**config.mk**
```make
export PLATFORM = sky130hd
export DESIGN_NAME = chirp_phase_gen_flat
export DESIGN_NICKNAME = d
export VERILOG_FILES = /design/src/rtl/chirp_phase_gen_pkg.sv /design/src/rtl/chirp_phase_gen_if.sv /design/src/rtl/chirp_phase_gen_freq_wrap.sv /design/src/rtl/chirp_phase_gen.sv /design/src/flat_wrapper.sv
export SDC_FILE = /design/constraint.sdc
export NUM_CORES = 1
export LEC_CHECK = 0
export BUFFER_PORTS_ARGS = -buffer_cell sky130_fd_sc_hd__buf_2
export CORE_MARGIN = 3
export CORE_UTILIZATION = 60
export DETAILED_ROUTE_END_ITERATION = 7
export PLACE_DENSITY = 0.82
export REMOVE_ABC_BUFFERS = 1
export SLEW_MARGIN = 20
export SYNTH_ARGS = -nofsm -noshare
export SYNTH_HDL_FRONTEND = slang
export SYNTH_SLANG_ARGS = --single-unit
```
**constraint.sdc**
```tcl
create_clock -name clk -period 16.3 [get_ports clk]
set_clock_uncertainty 0.2 [all_clocks]
set_input_delay 1.63 -clock clk [delete_from_list [all_inputs] [get_ports clk]]
set_output_delay 1.63 -clock clk [all_outputs]
set_load 0.01 [all_outputs]
```
**src/rtl/chirp_phase_gen_pkg.sv**
```systemverilog
// ---------------------------------------------------------------------------
// chirp_phase_gen_pkg : shared widths, chirp type codes and FSM encoding
// Rev 1.0
// ---------------------------------------------------------------------------
`default_nettype none

package chirp_phase_gen_pkg;

   localparam int PRECISION        = 32;
   localparam int SYMBOL_PRECISION = 16;
   localparam int CHIRP_TYPE_SIZE  = 1;

   localparam logic [CHIRP_TYPE_SIZE-1:0] TYPE_UPCHIRP   = 1'b0;
   localparam logic [CHIRP_TYPE_SIZE-1:0] TYPE_DOWNCHIRP = 1'b1;

   typedef enum logic [0:0] {
      IDLE = 1'b0,
      RUN  = 1'b1
   } state_e;

endpackage

`default_nettype wire

```
**src/rtl/chirp_phase_gen_if.sv**
```systemverilog
// ---------------------------------------------------------------------------
// chirp_phase_gen_if : chirp descriptor valid/ready bus
// Rev 1.0
// ---------------------------------------------------------------------------
`default_nettype none

interface chirp_phase_gen_if
   import chirp_phase_gen_pkg::*;
#(
   parameter int PREC  = PRECISION,
   parameter int CNT_W = SYMBOL_PRECISION
);
   logic                       chirp_valid;
   logic                       chirp_ready;
   logic [CHIRP_TYPE_SIZE-1:0] chirp_type;
   logic signed [PREC-1:0]     freq_init;
   logic [PREC-1:0]            freq_step;
   logic [PREC-1:0]            freq_max;
   logic [CNT_W-1:0]           chirp_len;

   modport master (
      output chirp_valid, chirp_type, freq_init, freq_step, freq_max, chirp_len,
      input  chirp_ready
   );

   modport slave (
      input  chirp_valid, chirp_type, freq_init, freq_step, freq_max, chirp_len,
      output chirp_ready
   );
endinterface

`default_nettype wire

```
**src/rtl/chirp_phase_gen_freq_wrap.sv**
```systemverilog
// ---------------------------------------------------------------------------
// chirp_freq_wrap : next instantaneous frequency with wrap at +/- band edge
// Rev 1.0
// ---------------------------------------------------------------------------
`default_nettype none

module chirp_freq_wrap
   import chirp_phase_gen_pkg::*;
#(
   parameter int PREC = PRECISION
) (
   input  logic [CHIRP_TYPE_SIZE-1:0] chirp_type,
   input  logic signed [PREC-1:0]     freq,
   input  logic [PREC-1:0]            freq_step,
   input  logic [PREC-1:0]            freq_max,
   output logic signed [PREC-1:0]     freq_next
);
   localparam int W = PREC + 2;

   // Two guard bits keep freq +/- step and the 2*max correction exact.
   logic signed [W-1:0] freq_ext;
   logic signed [W-1:0] step_ext;
   logic signed [W-1:0] max_ext;
   logic signed [W-1:0] sum;
   logic signed [W-1:0] wrapped;

   always_comb begin
      freq_ext = {{2{freq[PREC-1]}}, freq};
      step_ext = {2'b00, freq_step};
      max_ext  = {2'b00, freq_max};
      sum      = freq_ext;
      wrapped  = freq_ext;
      if (chirp_type == TYPE_UPCHIRP) begin
         sum     = freq_ext + step_ext;
         wrapped = (sum > max_ext) ? (sum - (max_ext <<< 1)) : sum;
      end else begin
         sum     = freq_ext - step_ext;
         wrapped = (sum < -max_ext) ? (sum + (max_ext <<< 1)) : sum;
      end
      freq_next = PREC'(wrapped);
   end
endmodule

`default_nettype wire

```
**src/rtl/chirp_phase_gen.sv**
```systemverilog
// ---------------------------------------------------------------------------
// chirp_phase_gen : per-sample chirp phase accumulator, phase-continuous
// Rev 1.0
// ---------------------------------------------------------------------------
`default_nettype none

module chirp_phase_gen
   import chirp_phase_gen_pkg::*;
#(
   parameter int PREC  = PRECISION,
   parameter int CNT_W = SYMBOL_PRECISION
) (
   input  logic                   clk,
   input  logic                   rst_n,
   chirp_phase_gen_if.slave       chirp,
   input  logic                   sample_en,
   output logic signed [PREC-1:0] phase_out,
   output logic                   phase_valid,
   output logic                   chirp_last,
   output logic                   busy
);
   state_e                     state_q, state_d;
   logic [CHIRP_TYPE_SIZE-1:0] type_q, type_d;
   logic signed [PREC-1:0]     freq_q, freq_d;
   logic [PREC-1:0]            step_q, step_d;
   logic [PREC-1:0]            max_q, max_d;
   logic [CNT_W-1:0]           len_q, len_d;
   logic [CNT_W-1:0]           cnt_q, cnt_d;
   logic signed [PREC-1:0]     phase_acc_q, phase_acc_d;
   logic signed [PREC-1:0]     phase_out_q, phase_out_d;
   logic                       phase_valid_q, phase_valid_d;
   logic                       chirp_last_q, chirp_last_d;
   logic signed [PREC-1:0]     freq_next;

   chirp_freq_wrap #(.PREC(PREC)) u_freq_wrap (
      .chirp_type (type_q),
      .freq       (freq_q),
      .freq_step  (step_q),
      .freq_max   (max_q),
      .freq_next  (freq_next)
   );

   assign chirp.chirp_ready = (state_q == IDLE);
   assign busy              = (state_q != IDLE);
   assign phase_out         = phase_out_q;
   assign phase_valid       = phase_valid_q;
   assign chirp_last        = chirp_last_q;

   always_comb begin
      state_d       = state_q;
      type_d        = type_q;
      freq_d        = freq_q;
      step_d        = step_q;
      max_d         = max_q;
      len_d         = len_q;
      cnt_d         = cnt_q;
      phase_acc_d   = phase_acc_q;
      phase_out_d   = phase_out_q;
      phase_valid_d = 1'b0;
      chirp_last_d  = 1'b0;
      case (state_q)
         IDLE: begin
            // phase_acc is deliberately untouched so back-to-back chirps stay continuous.
            if (chirp.chirp_valid && (chirp.chirp_len != '0)) begin
               type_d  = chirp.chirp_type;
               freq_d  = chirp.freq_init;
               step_d  = chirp.freq_step;
               max_d   = chirp.freq_max;
               len_d   = chirp.chirp_len;
               cnt_d   = '0;
               state_d = RUN;
            end
         end
         RUN: begin
            if (sample_en) begin
               phase_out_d   = phase_acc_q;
               phase_valid_d = 1'b1;
               phase_acc_d   = phase_acc_q + freq_q;
               freq_d        = freq_next;
               if (cnt_q == len_q - CNT_W'(1)) begin
                  chirp_last_d = 1'b1;
                  cnt_d        = '0;
                  state_d      = IDLE;
               end else begin
                  cnt_d = cnt_q + CNT_W'(1);
               end
            end
         end
         default: state_d = IDLE;
      endcase
   end

   always_ff @(posedge clk or negedge rst_n) begin
      if (!rst_n) begin
         state_q       <= IDLE;
         type_q        <= TYPE_UPCHIRP;
         freq_q        <= '0;
         step_q        <= '0;
         max_q         <= '0;
         len_q         <= '0;
         cnt_q         <= '0;
         phase_acc_q   <= '0;
         phase_out_q   <= '0;
         phase_valid_q <= 1'b0;
         chirp_last_q  <= 1'b0;
      end else begin
         state_q       <= state_d;
         type_q        <= type_d;
         freq_q        <= freq_d;
         step_q        <= step_d;
         max_q         <= max_d;
         len_q         <= len_d;
         cnt_q         <= cnt_d;
         phase_acc_q   <= phase_acc_d;
         phase_out_q   <= phase_out_d;
         phase_valid_q <= phase_valid_d;
         chirp_last_q  <= chirp_last_d;
      end
   end
endmodule

`default_nettype wire

```
**src/flat_wrapper.sv**
```systemverilog
// flat-port wrapper written by rule: the top's interface ports become plain ports
module chirp_phase_gen_flat import chirp_phase_gen_pkg::*;
#(
   parameter int PREC  = PRECISION,
   parameter int CNT_W = SYMBOL_PRECISION
)
  (clk, rst_n, sample_en, phase_out, phase_valid, chirp_last, busy, chirp_chirp_valid, chirp_chirp_type, chirp_freq_init, chirp_freq_step, chirp_freq_max, chirp_chirp_len, chirp_chirp_ready);
  chirp_phase_gen_if #(.PREC(PREC), .CNT_W(CNT_W)) chirp_i ();
  input  logic clk;
  input  logic rst_n;
  input  logic sample_en;
  output logic signed [PREC-1:0] phase_out;
  output logic phase_valid;
  output logic chirp_last;
  output logic busy;
  input wire logic [$bits(chirp_i.chirp_valid)-1:0] chirp_chirp_valid;
  input wire logic [$bits(chirp_i.chirp_type)-1:0] chirp_chirp_type;
  input wire logic [$bits(chirp_i.freq_init)-1:0] chirp_freq_init;
  input wire logic [$bits(chirp_i.freq_step)-1:0] chirp_freq_step;
  input wire logic [$bits(chirp_i.freq_max)-1:0] chirp_freq_max;
  input wire logic [$bits(chirp_i.chirp_len)-1:0] chirp_chirp_len;
  output wire logic [$bits(chirp_i.chirp_ready)-1:0] chirp_chirp_ready;
  assign chirp_i.chirp_valid = chirp_chirp_valid;
  assign chirp_i.chirp_type = chirp_chirp_type;
  assign chirp_i.freq_init = chirp_freq_init;
  assign chirp_i.freq_step = chirp_freq_step;
  assign chirp_i.freq_max = chirp_freq_max;
  assign chirp_i.chirp_len = chirp_chirp_len;
  assign chirp_chirp_ready = chirp_i.chirp_ready;
  chirp_phase_gen #(.PREC(PREC), .CNT_W(CNT_W)) u_core (.clk(clk), .rst_n(rst_n), .chirp(chirp_i), .sample_en(sample_en), .phase_out(phase_out), .phase_valid(phase_valid), .chirp_last(chirp_last), .busy(busy));
endmodule
```
==> metrics, run 1 <==
syn_area_per_cell 7.920 um^2; clock root buffer master clkbuf_16; top_reg_cell synth dfrtp_1; WL per Instance 19.69 um; Cell Rows 64; Post-synth ARST share 100.0%; vias per cell 6.272; clk_lat worst skew 0.46 ns; DIE AREA 33660 um^2; H-Tree Depth 4; clk buf depth 2; initial core utilization 61.29%; fin nets 2821; f_max 148.3 MHz; Worst-Margin Slew 0.9756 ns; cells after synthesis 2386; largest net degree at the start of global routing 95; Worst Path Required 16.45 ns; Area Growth Syn to Fin 8.701%; slack of the critical path 9.555 ns; clk slew on worst S/H paths 0.08 ns; number of port buffers 152; final hold violation count 0; sum of negative setup slack 0 ns; EDFF count, synth 0; Pre-antenna DRT Iters 5; routed wire length 56790 um; Total GRT Usage 33.26%; layout cells sized above 1 9.365%; chip width 183.5 um; Num CTS Buffers 17; sequential share of the synthesized area 25.96%; first-pass GRT wire length 89200 um; worst min-delay path class flip-flop to flip-flop; post-cts resize count 0; I/O pin count 153; postcts setup bufs 0; vias 18090; relative slew slack 33.28%; Critical Path Slowest Stage Cell a211oi_1; Post-Syn Area 18900 um^2; final worst path period share 41.38%; DRT antenna net count 0; FF+latch count, synth 196; Clock Sink Count 196; setup violators final 0; vias in the first global route 17090; total congestion overflow 0; CTS Hold Buffers Added 0; number of antenna diodes 0; status complete, no violations; Ys Warns 0; Crit path largest cell delay 0.51 ns; RSZ-0062 raised after global routing no; Worst setup SP type flip-flop; core area 30830 um^2; Slew Limit Fails 0; Synth cell types 85; Setup CP Type flip-flop to flip-flop; Yosys top cell by area dfrtp_1; Worst Path Buf+Inv 2; height of the die 183.5 um; dpl ws 9.714 ns; top post-synthesis cells by area dfrtp_1 (26%), ha_1 (15%), nand2_1 (7.2%); arrival time worst endpoint 6.89 ns; DR DRC count 0; clock period minus worst slack 6.745 ns; crit-path max FO 29; max cap viols 0; crit-path cells ha_1, fa_1, nor2b_1, o211ai_1, a2111oi_4, a211oi_1, nor4_2, a21boi_1, o211ai_1, a2111o_1, o311ai_0, buf_4, ha_1, nand2_1, nor3_1, and3_1, a211oi_1, nor2_1, mux2_4, nor3_4, buf_4, mux2_1, a221o_1; cell family with most CP delay compound AO/OA/AOI/OAI gates; Critical Path End Type flip-flop; share of the synthesized area in the top cell type 25.96%; gpl congestion 1.043; initial antenna violation count 0; dpl hpwl 44390 um; drt initial violations 1675; TritonCTS clock tree built
-- metal layers --
layer / share of wire (%) / wire length [um] / up-vias / track usage (%)
li1: - / - / 8712 / -
met3: 7.2 / 4098 / 86 / 5.421
met1: 46 / 25990 / 8580 / 47.44
met4: 3.0 / 1701 / 0 / 10.42
met2: 44 / 25000 / 711 / 52.07
met5: 0 / 0 / - / 0
-- kinds of logic after synthesis --
kind of cell | share of synthesized area, %
flops | 25.96
fa+ha+maj | 15.36
simple gates | 19.19
compound gates | 24.04
mux | 2.350
buf+inv | 4.992
xor+xnor | 8.111
-- per-stage QoR --
step	instance area [um^2]	utilization, %	hold WS, ns	instances
final	20540	66.63	0.2699	2884
after floorplan	18490	-	0.2449	2290
after global placement	19870	64.46	0.2530	2851
after detailed placement	19870	64.46	0.2575	2851
after CTS	20510	66.54	0.2757	2883
after global routing	20540	66.63	0.2962	2884
-- path summary, 6_finish.rpt --
check / from / endpoint / slack [ns] / cells after the start
setup / recovery: u_core.freq_q[0]$_DFFE_PN0P_ / u_core.freq_q[16]$_DFFE_PN0P_ / 9.56 / 23
hold / removal: u_core.phase_out[23]$_DFFE_PN0P_ / u_core.phase_out[23]$_DFFE_PN0P_ / 0.27 / 2
setup reg to reg: u_core.freq_q[0]$_DFFE_PN0P_ / u_core.freq_q[16]$_DFFE_PN0P_ / 9.56 / 23
hold reg to reg: u_core.phase_out[23]$_DFFE_PN0P_ / u_core.phase_out[23]$_DFFE_PN0P_ / 0.27 / 2
max in group asynchronous: rst_n / u_core.step_q[31]$_DFFE_PN0P_ / 13.71 / 2
min in group asynchronous: rst_n / u_core.phase_out[0]$_DFFE_PN0P_ / 0.92 / 1
-- cells in the final DEF, fill, tap and decap left out, drive strengths merged, types with 21 or more instances in the layout --
cell,count
ha,224
a21o,65
nor3,60
o21ai,219
nor4,26
nand2b,37
xor2,54
nand2,363
a21oi,182
inv,147
mux2i,35
and3,32
nand3,46
a211oi,21
nand4,23
nor2,123
dfrtp,196
buf,165
xnor2,121
o21bai,33
-- final cells by class --
class / instances / area (um^2)
multi-input cells: 1952 / 13070
fillers: 2607 / 10290
flip-flops and latches: 196 / 4905
repair buffers: 166 / 894.6
inverters: 142 / 533.0
well taps: 396 / 495.5
clock buffers: 17 / 425.4
clock inverters: 15 / 216.5
-- synthesized netlist by cell type, types with 5 or more instances --
cell type    n
mux2_2       6
o21ai_0    196
o2111ai_1    5
or3_1       13
nand2b_1    37
clkbuf_1    84
dfrtp_1    196
o31a_1       5
o21ai_1     23
nand4_1     23
xnor2_1    121
or4_1        5
o211ai_1    17
a211oi_1    21
o21bai_1    33
fa_1         5
a31oi_1     20
nand2_1    363
nor2b_1     20
a21boi_0    19
nor3_1      59
o31ai_1     17
a21oi_1    182
or2_2        7
xor2_1      54
a2111oi_0    9
nor2_1     123
inv_1      138
a221oi_1     7
mux2i_1     35
and2_1      10
ha_1       224
o22ai_1     20
a21o_1      65
o221ai_1    10
o41ai_1      5
and3_1      32
nor4_1      24
o21a_1      18
nand3_1     46
-- worst reg2reg max path: stages (launching register included) --
cell and delay [ns]:
dfrtp_1 0.43, ha_1 0.25, fa_1 0.41, nor2b_1 0.17
o211ai_1 0.38, a2111oi_4 0.16, a211oi_1 0.51, nor4_2 0.14
a21boi_1 0.32, o211ai_1 0.21, a2111o_1 0.44, o311ai_0 0.12
buf_4 0.21, ha_1 0.23, nand2_1 0.09, nor3_1 0.05
and3_1 0.18, a211oi_1 0.38, nor2_1 0.09, mux2_4 0.32
nor3_4 0.18, buf_4 0.43, mux2_1 0.39, a221o_1 0.34
-- registers in the layout (all words and copies together) (netlist names) --
signal and flops:
u_core.len_q 16, u_core.max_q 32, u_core.chirp_last 1, u_core.phase_valid 1, u_core.freq_q 32, u_core.cnt_q 16
u_core.phase_acc_q 32, u_core.step_q 32, u_core.type_q 1, u_core.busy 1, u_core.phase_out 32
Power of run 1 is not shown: default switching activity piles up to over one toggle a cycle in this logic, so the estimate is an artifact.
==> inputs of run 2 (changes only) <==
- clock period: 16.3 -> 6.7 ns (I/O delays scaled with it)
==> metrics, run 2 (synthesis results as in run 1) <==
setup violators final 0 (unchanged); Num CTS Buffers 17 (unchanged); Clock Sink Count 196 (unchanged); clk buf depth 2 (unchanged); chip width 183.5 um (unchanged); fin nets 2830 (+0.32%); Worst setup SP type flip-flop; Worst-Margin Slew 0.9819 ns (+0.006322 ns); clk slew on worst S/H paths 0.08 ns (about the same); final hold violation count 0 (unchanged); DR DRC count 0 (unchanged); Placed Area 19970 um^2 (+0.50%); number of antenna diodes 0 (unchanged); post-route cell area 20550 um^2 (about the same); Cell Rows 64 (unchanged); Placed Cells 2861 (+0.35%); H-Tree Depth 4 (unchanged); Crit path largest cell delay 0.45 ns (-0.06 ns); most frequent cells in the layout nand2_1 (362), ha_1 (224), o21ai_0 (196), dfrtp_1 (196), a21oi_1 (182); DIE AREA 33660 um^2 (unchanged); Critical Path End Type flip-flop; I/O pin count 153 (unchanged); GRT met3 Usage 4.076% (-1.3 points); crit-path max FO 16 (-45%); drt initial violations 1997 (+19%); most common cell after layout, fill and taps aside nand2_1; routed wire length 55610 um (-2.1%); RSZ-0062 raised after global routing no; crit-path cells ha_1, fa_1, nor2b_1, o211ai_1, a2111oi_4, a211oi_1, nor4_2, a21boi_1, o211ai_1, a2111o_1, o311ai_0, buf_4, ha_1, nand2_1, nor3_1, and3_1, a211oi_2, nor2_1, mux2_4, nor3_4, buf_4, mux2i_1, o221ai_1; relative slew slack 32.85% (-0.43 points); Critical Path Slowest Stage Cell a211oi_1; initial antenna violation count 0 (unchanged); WL per Instance 19.23 um (-2.4%); Top Usage Layer GRT met2; Area Growth Syn to Fin 8.773% (about the same); number of fill cells 2625 (+0.69%); DRT antenna net count 0 (unchanged); post-route insts no fill 2892 (+0.28%); first-pass GRT wire length 88210 um (-1.1%); Total GRT Usage 32.51% (-0.75 points); largest net degree at the start of global routing 154 (+62%); Hold Slack 0.1242 ns (-0.1457 ns); status complete, no violations; arrival time worst endpoint 6.50 ns (-0.39 ns); Worst Setup SP u_core.freq_q[0]$_DFFE_PN0P_; max cap viols 0 (unchanged); initial core utilization 61.29% (unchanged); layout cells sized above 1 9.696% (+0.33 points); worst min-delay path class input pin to async pin; TritonCTS clock tree built; sum of negative setup slack 0 ns (unchanged); total congestion overflow 0 (unchanged); Setup CP Type flip-flop to flip-flop; Worst Path Buf+Inv 2 (unchanged); vias in the first global route 17220 (+0.76%); Storage cell area 4905 um^2 (unchanged); number of port buffers 152 (unchanged); routing usage on met1 45.83% (-1.6 points); f_max 155.8 MHz (+5.1%); gpl congestion 1.009 (-3.2%); multi-input logic area 13090 um^2 (+0.17%); clock root buffer master clkbuf_16; core area 30830 um^2 (unchanged); final worst path period share 95.79% (+54 points); vias 18080 (-0.066%); r2r startpoint u_core.freq_q[0]$_DFFE_PN0P_; cell family with most CP delay compound AO/OA/AOI/OAI gates; Slew Limit Fails 0 (unchanged); clock period minus worst slack 6.418 ns (-0.3271 ns); vias per cell 6.251 (-0.34%); Worst Path Required 6.78 ns (-9.67 ns); Pre-antenna DRT Iters 6 (+1); height of the die 183.5 um (unchanged); dpl hpwl 43230 um (-2.6%); clk_lat worst skew 0.47 ns (about the same); CTS Hold Buffers Added 0 (unchanged); GR Layer Usage met2 52.20% (+0.13 points)
run 2: area by class of cell:
cell class / instances / area share [%]
multi-input cells: 1952 / 63.70
flip-flops and latches: 196 / 23.86
well taps: 396 / 2.411
clock inverters: 12 / 0.5722
repair buffers: 175 / 4.705
clock buffers: 19 / 2.155
inverters: 142 / 2.593
run 2: worst paths after layout:
kind | end | depth (start not counted) | slack [ns]
max in group asynchronous | u_core.max_q[23]$_DFFE_PN0P_ | 2 | 4.63
worst max register to register | u_core.freq_q[5]$_DFFE_PN0P_ | 23 | 0.28
worst min-delay path | u_core.phase_out[0]$_DFFE_PN0P_ | 1 | 0.12
min in group clk | u_core.type_q$_DFFE_PN0P_ | 3 | 0.20
worst max-delay path | u_core.freq_q[5]$_DFFE_PN0P_ | 23 | 0.28
worst min register to register | u_core.phase_out[12]$_DFFE_PN0P_ | 2 | 0.27
run 2: metrics by stage:
step	setup WS [ns]	utilization, %
2_1_floorplan	0.2701	-
5_1_grt	0.07933	66.67
3_5_place_dp	0.3614	64.78
3_3_place_gp	0.6295	64.78
4_1_cts	0.2838	66.60
6_report	0.2824	66.67
run 2: timing repair:
action                     in CTS  in global routing
setup endpoints to repair       0                 20
gates resized for setup         0                  3
buffers inserted                0                  0
run 2: worst reg2reg max path: cells and delay by family, from the launching register on:
kind / cells / cell delay (ns)
adder cells (fa/ha/maj): 3 / 0.90
flip-flops: 1 / 0.44
AO/OA/AOI/OAI: 9 / 2.60
buffers and inverters: 2 / 0.54
multiplexers: 2 / 0.57
AND/OR/NAND/NOR: 7 / 0.98
run 2: metal layers:
metal	wire, um	share of wire [%]	vias up
met5	0	0	-
met1	24840	45	8507
li1	-	-	8723
met2	25020	45	742
met4	1669	3.0	0
met3	4083	7.3	105
Power of run 2 is left out for the same reason.
